`config.mk`:
```
export PLATFORM = sky130hd
export DESIGN_NAME = vend_credit_fsm
export DESIGN_NICKNAME = d
export VERILOG_FILES = /design/src/rtl/vend_credit_fsm.sv
export SDC_FILE = /design/constraint.sdc
export NUM_CORES = 1
export LEC_CHECK = 0
export ABC_AREA = 1
export ABC_CLOCK_PERIOD_IN_PS = 4400
export BUFFER_PORTS_ARGS = -buffer_cell sky130_fd_sc_hd__buf_2
export CAP_MARGIN = 10
export CORE_MARGIN = 3
export CORE_UTILIZATION = 40
export CTS_BUF_LIST = sky130_fd_sc_hd__clkbuf_4 sky130_fd_sc_hd__clkbuf_8 sky130_fd_sc_hd__clkbuf_16
export DETAILED_ROUTE_END_ITERATION = 8
export GPL_ROUTABILITY_DRIVEN = 1
export PLACE_DENSITY = 0.6
export SYNTH_ARGS = -nofsm -noshare
export SYNTH_HDL_FRONTEND = slang
export SYNTH_SLANG_ARGS = --single-unit
```
`constraint.sdc`:
```
create_clock -name clk -period 4.4 [get_ports clk]
set_input_delay 0.44 -clock clk [delete_from_list [all_inputs] [get_ports clk]]
set_output_delay 0.44 -clock clk [all_outputs]
set_load 0.03 [all_outputs]
```
`src/rtl/vend_credit_fsm.sv`:
```
// rtl/vend_credit_fsm.sv - coin credit vending FSM with registered Moore outputs
// Build option: define VEND_CHANGE_EN to pay out change on vend instead of carrying credit over.
module vend_credit_fsm #(
   parameter int CREDIT_W   = 4,
   parameter int PRICE      = 3,
   parameter int MAX_CREDIT = 6
) (
   input  logic                clk,
   input  logic                reset,
   input  logic                coin5,
   input  logic                coin10,
   input  logic                cancel,
   output logic [CREDIT_W-1:0] credit,
   output logic [1:0]          state_o,
   output logic                dispense,
   output logic                refund,
   output logic [CREDIT_W-1:0] change,
   output logic                reject
);
   localparam int SW = CREDIT_W + 2;
   localparam logic [SW-1:0]       PRICE_W = SW'(PRICE);
   localparam logic [SW-1:0]       MAX_W   = SW'(MAX_CREDIT);
   localparam logic [CREDIT_W-1:0] PRICE_C = CREDIT_W'(PRICE);

   typedef enum logic [1:0] {
      IDLE   = 2'd0,
      ACCUM  = 2'd1,
      VEND   = 2'd2,
      REFUND = 2'd3
   } state_t;

   state_t              state_q, state_d;
   logic [CREDIT_W-1:0] credit_q, credit_d;
   logic [CREDIT_W-1:0] change_q, change_d;
   logic                dispense_q, refund_q, reject_q, reject_d;
   logic                coin_any;
   logic [SW-1:0]       coin_v, sum;

   assign coin_any = coin5 | coin10;
   assign coin_v   = SW'(coin5) + (SW'(coin10) << 1);
   // Two guard bits keep credit+coin from wrapping before the ceiling test.
   assign sum      = SW'(credit_q) + coin_v;

`ifndef VEND_CHANGE_EN
   logic [SW-1:0] rem;
   assign rem = SW'(credit_q) - PRICE_W;
`endif

   always_comb begin
      state_d  = state_q;
      credit_d = credit_q;
      reject_d = 1'b0;
      case (state_q)
         IDLE, ACCUM: begin
            if (cancel) begin
               state_d  = REFUND;
               reject_d = coin_any;
            end else if (coin_any) begin
               if (sum > MAX_W) begin
                  reject_d = 1'b1;
               end else begin
                  credit_d = sum[CREDIT_W-1:0];
                  state_d  = (sum >= PRICE_W) ? VEND : ACCUM;
               end
            end
         end
         VEND: begin
            reject_d = coin_any;
`ifdef VEND_CHANGE_EN
            state_d  = IDLE;
            credit_d = '0;
`else
            credit_d = rem[CREDIT_W-1:0];
            if (rem >= PRICE_W)
               state_d = VEND;
            else if (rem != '0)
               state_d = ACCUM;
            else
               state_d = IDLE;
`endif
         end
         REFUND: begin
            reject_d = coin_any;
            state_d  = IDLE;
            credit_d = '0;
         end
         default: begin
            state_d  = IDLE;
            credit_d = '0;
         end
      endcase

      change_d = '0;
      if (state_d == REFUND)
         change_d = credit_d;
`ifdef VEND_CHANGE_EN
      else if (state_d == VEND)
         change_d = credit_d - PRICE_C;
`endif
   end

   // Pulse outputs are derived from the next state so they line up with the state they describe.
   always_ff @(posedge clk or posedge reset) begin
      if (reset) begin
         state_q    <= IDLE;
         credit_q   <= '0;
         dispense_q <= 1'b0;
         refund_q   <= 1'b0;
         change_q   <= '0;
         reject_q   <= 1'b0;
      end else begin
         state_q    <= state_d;
         credit_q   <= credit_d;
         dispense_q <= (state_d == VEND);
         refund_q   <= (state_d == REFUND);
         change_q   <= change_d;
         reject_q   <= reject_d;
      end
   end

   assign credit   = credit_q;
   assign state_o  = state_q;
   assign dispense = dispense_q;
   assign refund   = refund_q;
   assign change   = change_q;
   assign reject   = reject_q;
endmodule

```
== Word level (Yosys, flattened, before mapping) ==
Cells that the tools add are included.
Word-level totals
  register bits after elaboration: 13
  input port bits: 5
  word-level logic and storage cells: 38
Operators by class
  $add $sub $neg: 3
  order comparisons: 3
  equal/unequal tests: 5
  mux-type cells: 16
  bitwise gates (word level): 1
  reduce and logical (&&, ||, !) cells: 4
Operator list (count)
  $mux W4: 4
  $pmux W4 S3: 1
  $mux W2: 5
  $eq A2 B2 Y1 const B: 4
  $ge A6 B2 Y1 const B: 1
  $pmux W2 S3: 1
  $reduce_bool A6 Y1: 1
  $add A4 B3 Y5: 1
  $ge A5 B2 Y1 const B: 1
  $gt A5 B3 Y1 const B: 1
  $sub A4 B2 Y5 const B: 1
  $mux W1: 4
  $reduce_or A2 Y1: 2
  $add A1 B2 Y3: 1
  $eq A2 B1 Y1 const B: 1
  $logic_not A2 Y1: 1
  $pmux W1 S2: 1
  $or A1 B1 Y1: 1

== Logic depth before layout (Yosys ltp) ==
Gate-level depths: netlist (run 1).
  word-level depth: 10
  depth in mapped cells: 13

== Worst setup path after synthesis (run 1) ==
No wires, ideal clock.
  path kind: reg2reg
  start: register credit_q[0] (netlist: credit[0])
  end: register change_q[0] (netlist: change[0])
  setup time: 115 ps
  data arrival time: 1969 ps
  slack: 2316 ps
  stages on the path, launching flop included: 13
  buffers on the path: 0
  period minus slack after synthesis: 2084 ps
  cells stage by stage: dfrtp_1 > ha_1 > fa_1 > nand2_1 > inv_1 > nand3_2 > inv_1 > nor2_1 > nand4_1 > nand3_1 > nand2_1 > inv_1 > nor2_2
RTL lines
  start: declaration: RTL line 33  | logic [CREDIT_W-1:0] credit_q, credit_d;
  start signal: assignment: RTL line 113  | credit_q <= credit_d;
  $add A4 B3 Y5: RTL line 42  | assign sum = SW'(credit_q) + coin_v;
  $gt A5 B3 Y1: RTL line 59  | if (sum > MAX_W) begin
  $mux W4: RTL line 59
  $mux W4: RTL line 58  | end else if (coin_any) begin
  $mux W4: RTL line 55  | if (cancel) begin
  $pmux W4 S3 (*): RTL line 53  | case (state_q)
  named net credit_d[0]: RTL line 33
  $mux W4 (*): RTL line 94  | if (state_d == REFUND)
  named net change_d[0]: RTL line 34  | logic [CREDIT_W-1:0] change_q, change_d;
  end signal: assignment: RTL line 116  | change_q <= change_d;
  end: declaration: RTL line 34
The timed path passes the listed nets; every way through them passes the cells marked *.

== Worst setup path after layout (run 1) ==
Ends and elaborated chain as after synthesis.

==> summary.txt, run 1 <==
Placed design
  – DP Wirelength: 1400 um
  – Final GP Congestion: between 0.8 and 0.9
  – Port-buffer cells: 17

Synth
  – Ranking of synthesized cells by area: dfrtp_1, inv_1, nand2_1, ha_1, nand3_1
  – Part of the Yosys area used for sequential elements: 0.371
  – Main synth FF type: dfrtp_1
  – Mean Syn Cell Area: 7.63 sq um
  – Synthesized Nets: between 100 and 150
  – Post-synth top area share: 0.371
  – Top cell type by total area after synthesis: dfrtp_1
  – Number of synthesized register bits: 13
  – Fraction of registers with async set/reset: 1.00
  – Number of distinct library cells after synthesis: 23
  – Synthesized instance count: 115
  – Yosys warnings: 0
  – Post-Syn Area: 877 sq um
  – Post-synth EDFFs: 0

Clocking
  – CTS resizes: 0
  – Clock Tree Root: clkbuf_4
  – Max Buffers Root-to-Sink: 2
  – Setup bufs post-CTS: 0
  – Clk slew on worst S/H paths: 0.08 ns
  – Cts hold-fix bufs: 0
  – Worst skew pair latency: 0.27 ns
  – Htree depth: 1
  – CTS Buf Count: 3
  – CTS tree: yes
  – CTS sink cnt: 13

STA
  – Final setup fails: 0
  – Final hold violations: 0
  – Clock period minus worst slack: around 2.2 ns
  – Max_slew headroom: 0.681
  – Final period util: 0.497
  – Worst Skew: roughly 0.0046 ns
  – Pins Over Slew Limit: 0
  – F_max: 457 MHz
  – Total negative slack: 0 ns
  – Worst slew pin tran: approximately 0.48 ns
  – Unrepaired setup endpoints after global routing: no

Setup path
  – CP Launch Type: flip-flop
  – Slack of the worst reg-to-reg path: 2.21 ns
  – Worst R2R End: change[0]
  – CP endpoint kind: flip-flop
  – Crit path cell chain: ha_1, fa_1, nand2_2, inv_2, nand2_1, nand3_1, nor2_1, nand4_1, nand3_1, nand2_1, inv_1, nor2_2
  – Worst reg2reg path depth: 12
  – Req. time, crit path: 4.57 ns
  – WP data arrival: 2.36 ns
  – CP max stage cell: fa_1
  – Crit Path Max Fanout: 5
  – Crit Path Class: reg2reg
  – Largest stage delay on the critical path: 0.48 ns
  – Reg-to-Reg Start: credit[0]

Die
  – Die area: about 0.0028 sq mm
  – Die W: 52.8 um
  – Core region area: roughly 0.0020 sq mm
  – Initial Util: 0.434
  – Num rows: 16
  – Top Ports: 18
  – DIE HEIGHT: roughly 53 um

Power
  – Overall power: 0.836 mW
  – Power density over cell area: 828 mW/mm^2
  – P_leak: 0.606 nW
  – Peak supply drop: 341 uV

Drt
  – Wire length per cell: 10.4 um
  – Routed via count: 752
  – DR iter-0 viols: 12
  – DRC Markers: 0
  – Final ANT Viol Nets: 0
  – Final WL: 1680 um
  – Vias per cell: approximately 4.7
  – Drt pass-1 iters: 4

Cells and area
  – Final #Nets: around 150
  – Area delta synth->final: 15.1%
  – Share of cells above drive strength 1: 0.291
  – Fillers: 221
  – N_diodes: 0

Global routing
  – GRT Resource Usage Total: 0.153
  – Global-route wire length before repair: ~3100 um
  – Routing usage on met1: 0.194
  – Met3 Use GR: 0.0598
  – Largest net degree at the start of global routing: 14
  – Remaining Overflow, GRT: 0
  – M2 GR Usage: 0.242
  – Initial antenna violation count: 0
  – Most Used Layer, Global Route: met2
  – Number of global-route vias before repair: 712

Run status
  – Result of the run: complete, no violations

Job
  – Maxcap violations: 0

Hold path
  – Worst Hold Class: in2async
==> critical path: cells and delay by family, from the launching register on <==
family | cells | cell delay [ns]
adder cells (fa/ha/maj) | 2 | 0.72
AND/OR/NAND/NOR | 8 | 0.82
buffers and inverters | 2 | 0.11
flip-flops | 1 | 0.43
==> cell families after synthesis <==
kind of cell / Yosys count / share of synthesized area
simple gates: 61 / 0.360
compound gates: 4 / 0.0271
xor+xnor: 1 / 0.00999
flops: 13 / 0.371
buf+inv: 30 / 0.138
fa+ha+maj: 6 / 0.0942
==> per-layer routing <==
metal,share of wire,vias to the layer above
li1,-,393
met1,0.45,341
met2,0.47,16
met3,0.072,2
met4,0.0077,0
met5,0,-
==> cells in the mapped netlist, types with 2 or more instances <==
cell      n
nand3_1  10
nand3_2   2
inv_1    24
ha_1      5
nand4_1   6
nor2_2    2
nand2_2   5
dfrtp_1  13
nand2_1  21
inv_2     4
nor2_1   10
a21oi_1   2
==> state kept, by name (all words and copies together), names as in the netlist <==
register	cells
change	4
credit	4
state_o	2
dispense	1
refund	1
reject	1
==> through the flow <==
step                utilization  hold slack, ns  setup slack (ns)  area (sq um)  instances
detailed placement        0.485           0.484              2.12           980        157
global placement          0.485           0.470              2.16           980        157
floorplan                     -           0.317              2.32           877        115
global route              0.499           0.193              2.00          1010        161
finish                    0.499           0.168              2.21          1010        161
CTS                       0.499           0.187              2.23          1010        161
==> report_power, final <==
group	internal, mW	switching (mW)
registers	0.171	0.0482
logic	0.168	0.370
clock network	0.0413	0.0367
==> worst max-delay path by stage <==
stage / cells after the start / to / slack (ns) / from
final: 12 / change[0] / 2.21 / credit[0]
after global routing: 12 / change[0] / 2.00 / credit[0]
after detailed placement: 13 / change[0] / 2.12 / coin5
after floorplan: 12 / change[0] / 2.32 / credit[0]
after global placement: 13 / change[1] / 2.16 / coin5
after CTS: 12 / change[0] / 2.23 / credit[0]
==> area by class of cell <==
cell class	count	area, sq um	share of cell area
Multi-Input combinational cell	72	430	0.426
Sequential cell	13	325	0.322
Inverter	28	105	0.104
Timing Repair Buffer	17	85.1	0.0843
Tap cell	27	33.8	0.0335
Clock buffer	4	30.0	0.0297
==> cells in the final DEF (no fill, tap or decap), types with 4 or more instances in the layout <==
master	instances
inv_1	24
nand2_1	21
buf_2	17
dfrtp_1	13
nand3_1	10
nor2_1	10
nand4_1	6
nand2_2	5
ha_1	5
inv_2	4
clkbuf_4	4
Note: power is estimated with default switching activity, not from simulation.
==> run 2: changes to the inputs <==
Settings changed: ABC_CLOCK_PERIOD_IN_PS 4400 to 2250.
Clock period 4.4 ns to 2.25 ns, I/O delays scaled along.
==> run 2 against run 1 <==
Against the previous run:
- sequential power grew 92%
- wire length increased by 7.4%
- largest power group unchanged
- critical path type unchanged
- critical endpoint is now change[2]
- fmax rose by 4.2%
==> summary.txt, run 2 (same netlist as run 1, synthesis figures left out) <==
Run status
  – Result of the run: complete, no violations (unchanged)

Hold path
  – Worst Hold Class: in2reg (was in2async)
  – Hold Path Cell Cnt: 5
  – Hold path endpoint: state_o[0]
  – Hold_sp: cancel

Die
  – Core region area: 0.00202 sq mm (unchanged)
  – Die area: 0.00279 sq mm (unchanged)
  – Num rows: 16 (unchanged)
  – Top Ports: 18 (unchanged)
  – DIE HEIGHT: 52.8 um (unchanged)
  – Initial Util: 0.434 (unchanged)
  – Die W: 52.8 um (unchanged)

Setup path
  – CP max stage cell: fa_2 (was fa_1)
  – Reg-to-Reg Start: credit[0] (unchanged)
  – Delay-heaviest family, CP: adder cells (was simple AND/OR/NAND/NOR gates)
  – CP endpoint kind: flip-flop (unchanged)
  – Slack of the worst reg-to-reg path: 0.15 ns (was 2.21 ns)
  – Worst reg2reg path depth: 9 (was 12)
  – Largest stage delay on the critical path: 0.54 ns (was 0.48 ns)
  – WP data arrival: 2.26 ns (was 2.36 ns)
  – Worst R2R End: change[2] (was change[0])
  – CP Launch Type: flip-flop (unchanged)
  – Crit Path Max Fanout: 5 (unchanged)
  – Worst Path Buf+Inv: 1 (was 2)
  – Most frequent CP cell: nand2_1
  – Crit. Startpoint: credit[0] (unchanged)
  – Crit Path Class: reg2reg (unchanged)
  – Crit path cell chain: ha_1, fa_2, nand2_1, inv_1, nand3_2, nand4_2, nand2_1, a21oi_1, nor2_1 (was ha_1, fa_1, nand2_2, inv_2, nand2_1, nand3_1, nor2_1, nand4_1, nand3_1, nand2_1, inv_1, nor2_2)
  – Req. time, crit path: 2.41 ns (was 4.57 ns)

Placed design
  – Port-buffer cells: 17 (unchanged)
  – DP Wirelength: 1450 um (was 1400 um)
  – Final GP Congestion: 0.843 (was 0.816)

Clocking
  – Htree depth: 1 (unchanged)
  – Max Buffers Root-to-Sink: 2 (unchanged)
  – Clk slew on worst S/H paths: 0.08 ns (about the same)
  – CTS Buf Count: 3 (unchanged)
  – Clock Tree Root: clkbuf_4 (unchanged)
  – Worst skew pair latency: 0.28 ns (was 0.27 ns)
  – CTS tree: yes (unchanged)
  – CTS sink cnt: 13 (unchanged)

Cells and area
  – N_diodes: 0 (unchanged)
  – Commonest non-fill, non-tap cell in the layout: inv_1 (unchanged)
  – Fillers: 207 (was 221)
  – Register Area: 325 sq um (unchanged)
  – Commonest non-fill, non-tap cells in the layout: inv_1, nand2_1, buf_2 (unchanged)
  – Share of cells above drive strength 1: 0.309 (was 0.291)
  – Area delta synth->final: 17.7% (was 15.1%)
  – Multi-input logic area: 435 sq um (was 430 sq um)
  – Final #Nets: 148 (was 146)

STA
  – Unrepaired setup endpoints after global routing: no (unchanged)
  – Worst Skew: 0.00629 ns (was 0.00464 ns)
  – Worst hold slack: 0.318 ns (was 0.168 ns)
  – Final hold violations: 0 (unchanged)
  – Clock period minus worst slack: 2.10 ns (was 2.19 ns)
  – Pins Over Slew Limit: 0 (unchanged)
  – Max_slew headroom: 0.673 (was 0.681)
  – Total negative slack: 0 ns (unchanged)
  – Final period util: 0.933 (was 0.497)
  – Final setup fails: 0 (unchanged)
  – F_max: 476 MHz (was 457 MHz)
  – Worst slew pin tran: 0.490 ns (was 0.478 ns)

Drt
  – Drt pass-1 iters: 4 (unchanged)
  – DR iter-0 viols: 12 (unchanged)
  – Vias per cell: 4.62 (was 4.67)
  – Routed via count: 753 (was 752)
  – Final ANT Viol Nets: 0 (unchanged)
  – DRC Markers: 0 (unchanged)
  – Final WL: 1810 um (was 1680 um)
  – Wire length per cell: 11.1 um (was 10.4 um)

Power
  – Sequential Power Share: 0.253 (was 0.263)
  – Net Sw Frac: 0.542 (was 0.545)
  – Power density over cell area: 1610 mW/mm^2 (was 828 mW/mm^2)
  – P_leak: 0.615 nW (was 0.606 nW)
  – Overall power: 1.66 mW (was 0.836 mW)
  – Internal power: 0.762 mW (was 0.381 mW)
  – Comb pwr share: 0.653 (was 0.644)
  – Peak supply drop: 720 uV (was 341 uV)
  – NetSw: 0.903 mW (was 0.455 mW)
  – Clock Power Share: 0.093 (about the same)

Global routing
  – Initial antenna violation count: 0 (unchanged)
  – Number of global-route vias before repair: 689 (was 712)
  – Global-route wire length before repair: 2970 um (was 3080 um)
  – Largest net degree at the start of global routing: 14 (unchanged)
  – Remaining Overflow, GRT: 0 (unchanged)
  – GRT Resource Usage Total: 0.148 (was 0.153)

Job
  – Maxcap violations: 0 (unchanged)
run 2: worst max-delay path by stage:
stage	endpoint	slack, ns	cells past startpoint
after floorplan	change[0]	0.17	12
after global placement	change[1]	0.19	12
after detailed placement	change[1]	0.15	12
after CTS	change[1]	0.14	12
after global routing	change[1]	0.01	12
final	change[2]	0.15	9
run 2: final cells by class:
| class | instances | area share |
|---|---|---|
| repair buffers | 19 | 0.0994 |
| clock buffers | 4 | 0.0291 |
| well taps | 27 | 0.0327 |
| inverters | 28 | 0.102 |
| flip-flops and latches | 13 | 0.315 |
| multi-input cells | 72 | 0.422 |
run 2: per-stage QoR:
| stage | std cells | worst slack (ns) | instance area [sq um] | util |
|---|---|---|---|---|
| after global routing | 163 | 0.0123 | 1030 | 0.511 |
| after CTS | 163 | 0.138 | 1030 | 0.508 |
| final | 163 | 0.151 | 1030 | 0.511 |
| after detailed placement | 158 | 0.150 | 987 | 0.488 |
| after floorplan | 115 | 0.166 | 877 | - |
| after global placement | 158 | 0.188 | 987 | 0.488 |
run 2: repair_timing:
action,4_1_cts,5_1_grt
hold endpoints to repair,13,0
buffers inserted,0,0
resized for setup,0,2
endpoints found under the setup margin,0,2
hold buffers,1,0
run 2: worst reg2reg max path: stages (launching register included):
cell	delay, ns
dfrtp_1	0.43
ha_1	0.24
fa_2	0.54
nand2_1	0.09
inv_1	0.07
nand3_2	0.11
nand4_2	0.15
nand2_1	0.06
a21oi_1	0.21
nor2_1	0.07
run 2: metal layers:
layer | vias up | share of wire | track usage | wire, um
met2 | 16 | 0.48 | 0.229 | 872
met3 | 4 | 0.058 | 0.0513 | 105
met4 | 0 | 0.0078 | 0.0511 | 14
met5 | - | 0 | 0 | 0
li1 | 392 | - | - | -
met1 | 341 | 0.45 | 0.188 | 814
run 2: power groups by stage:
| stage | registers, mW | clock network (mW) | logic (mW) |
|---|---|---|---|
| 2_1_floorplan | 0.604 | 0 | 0.663 |
| 3_3_place_gp | 0.425 | 0 | 1.07 |
| 3_5_place_dp | 0.431 | 0 | 1.08 |
| 4_1_cts | 0.426 | 0.163 | 1.09 |
| 5_1_grt | 0.438 | 0.174 | 1.21 |
| 6_report | 0.422 | 0.156 | 1.09 |
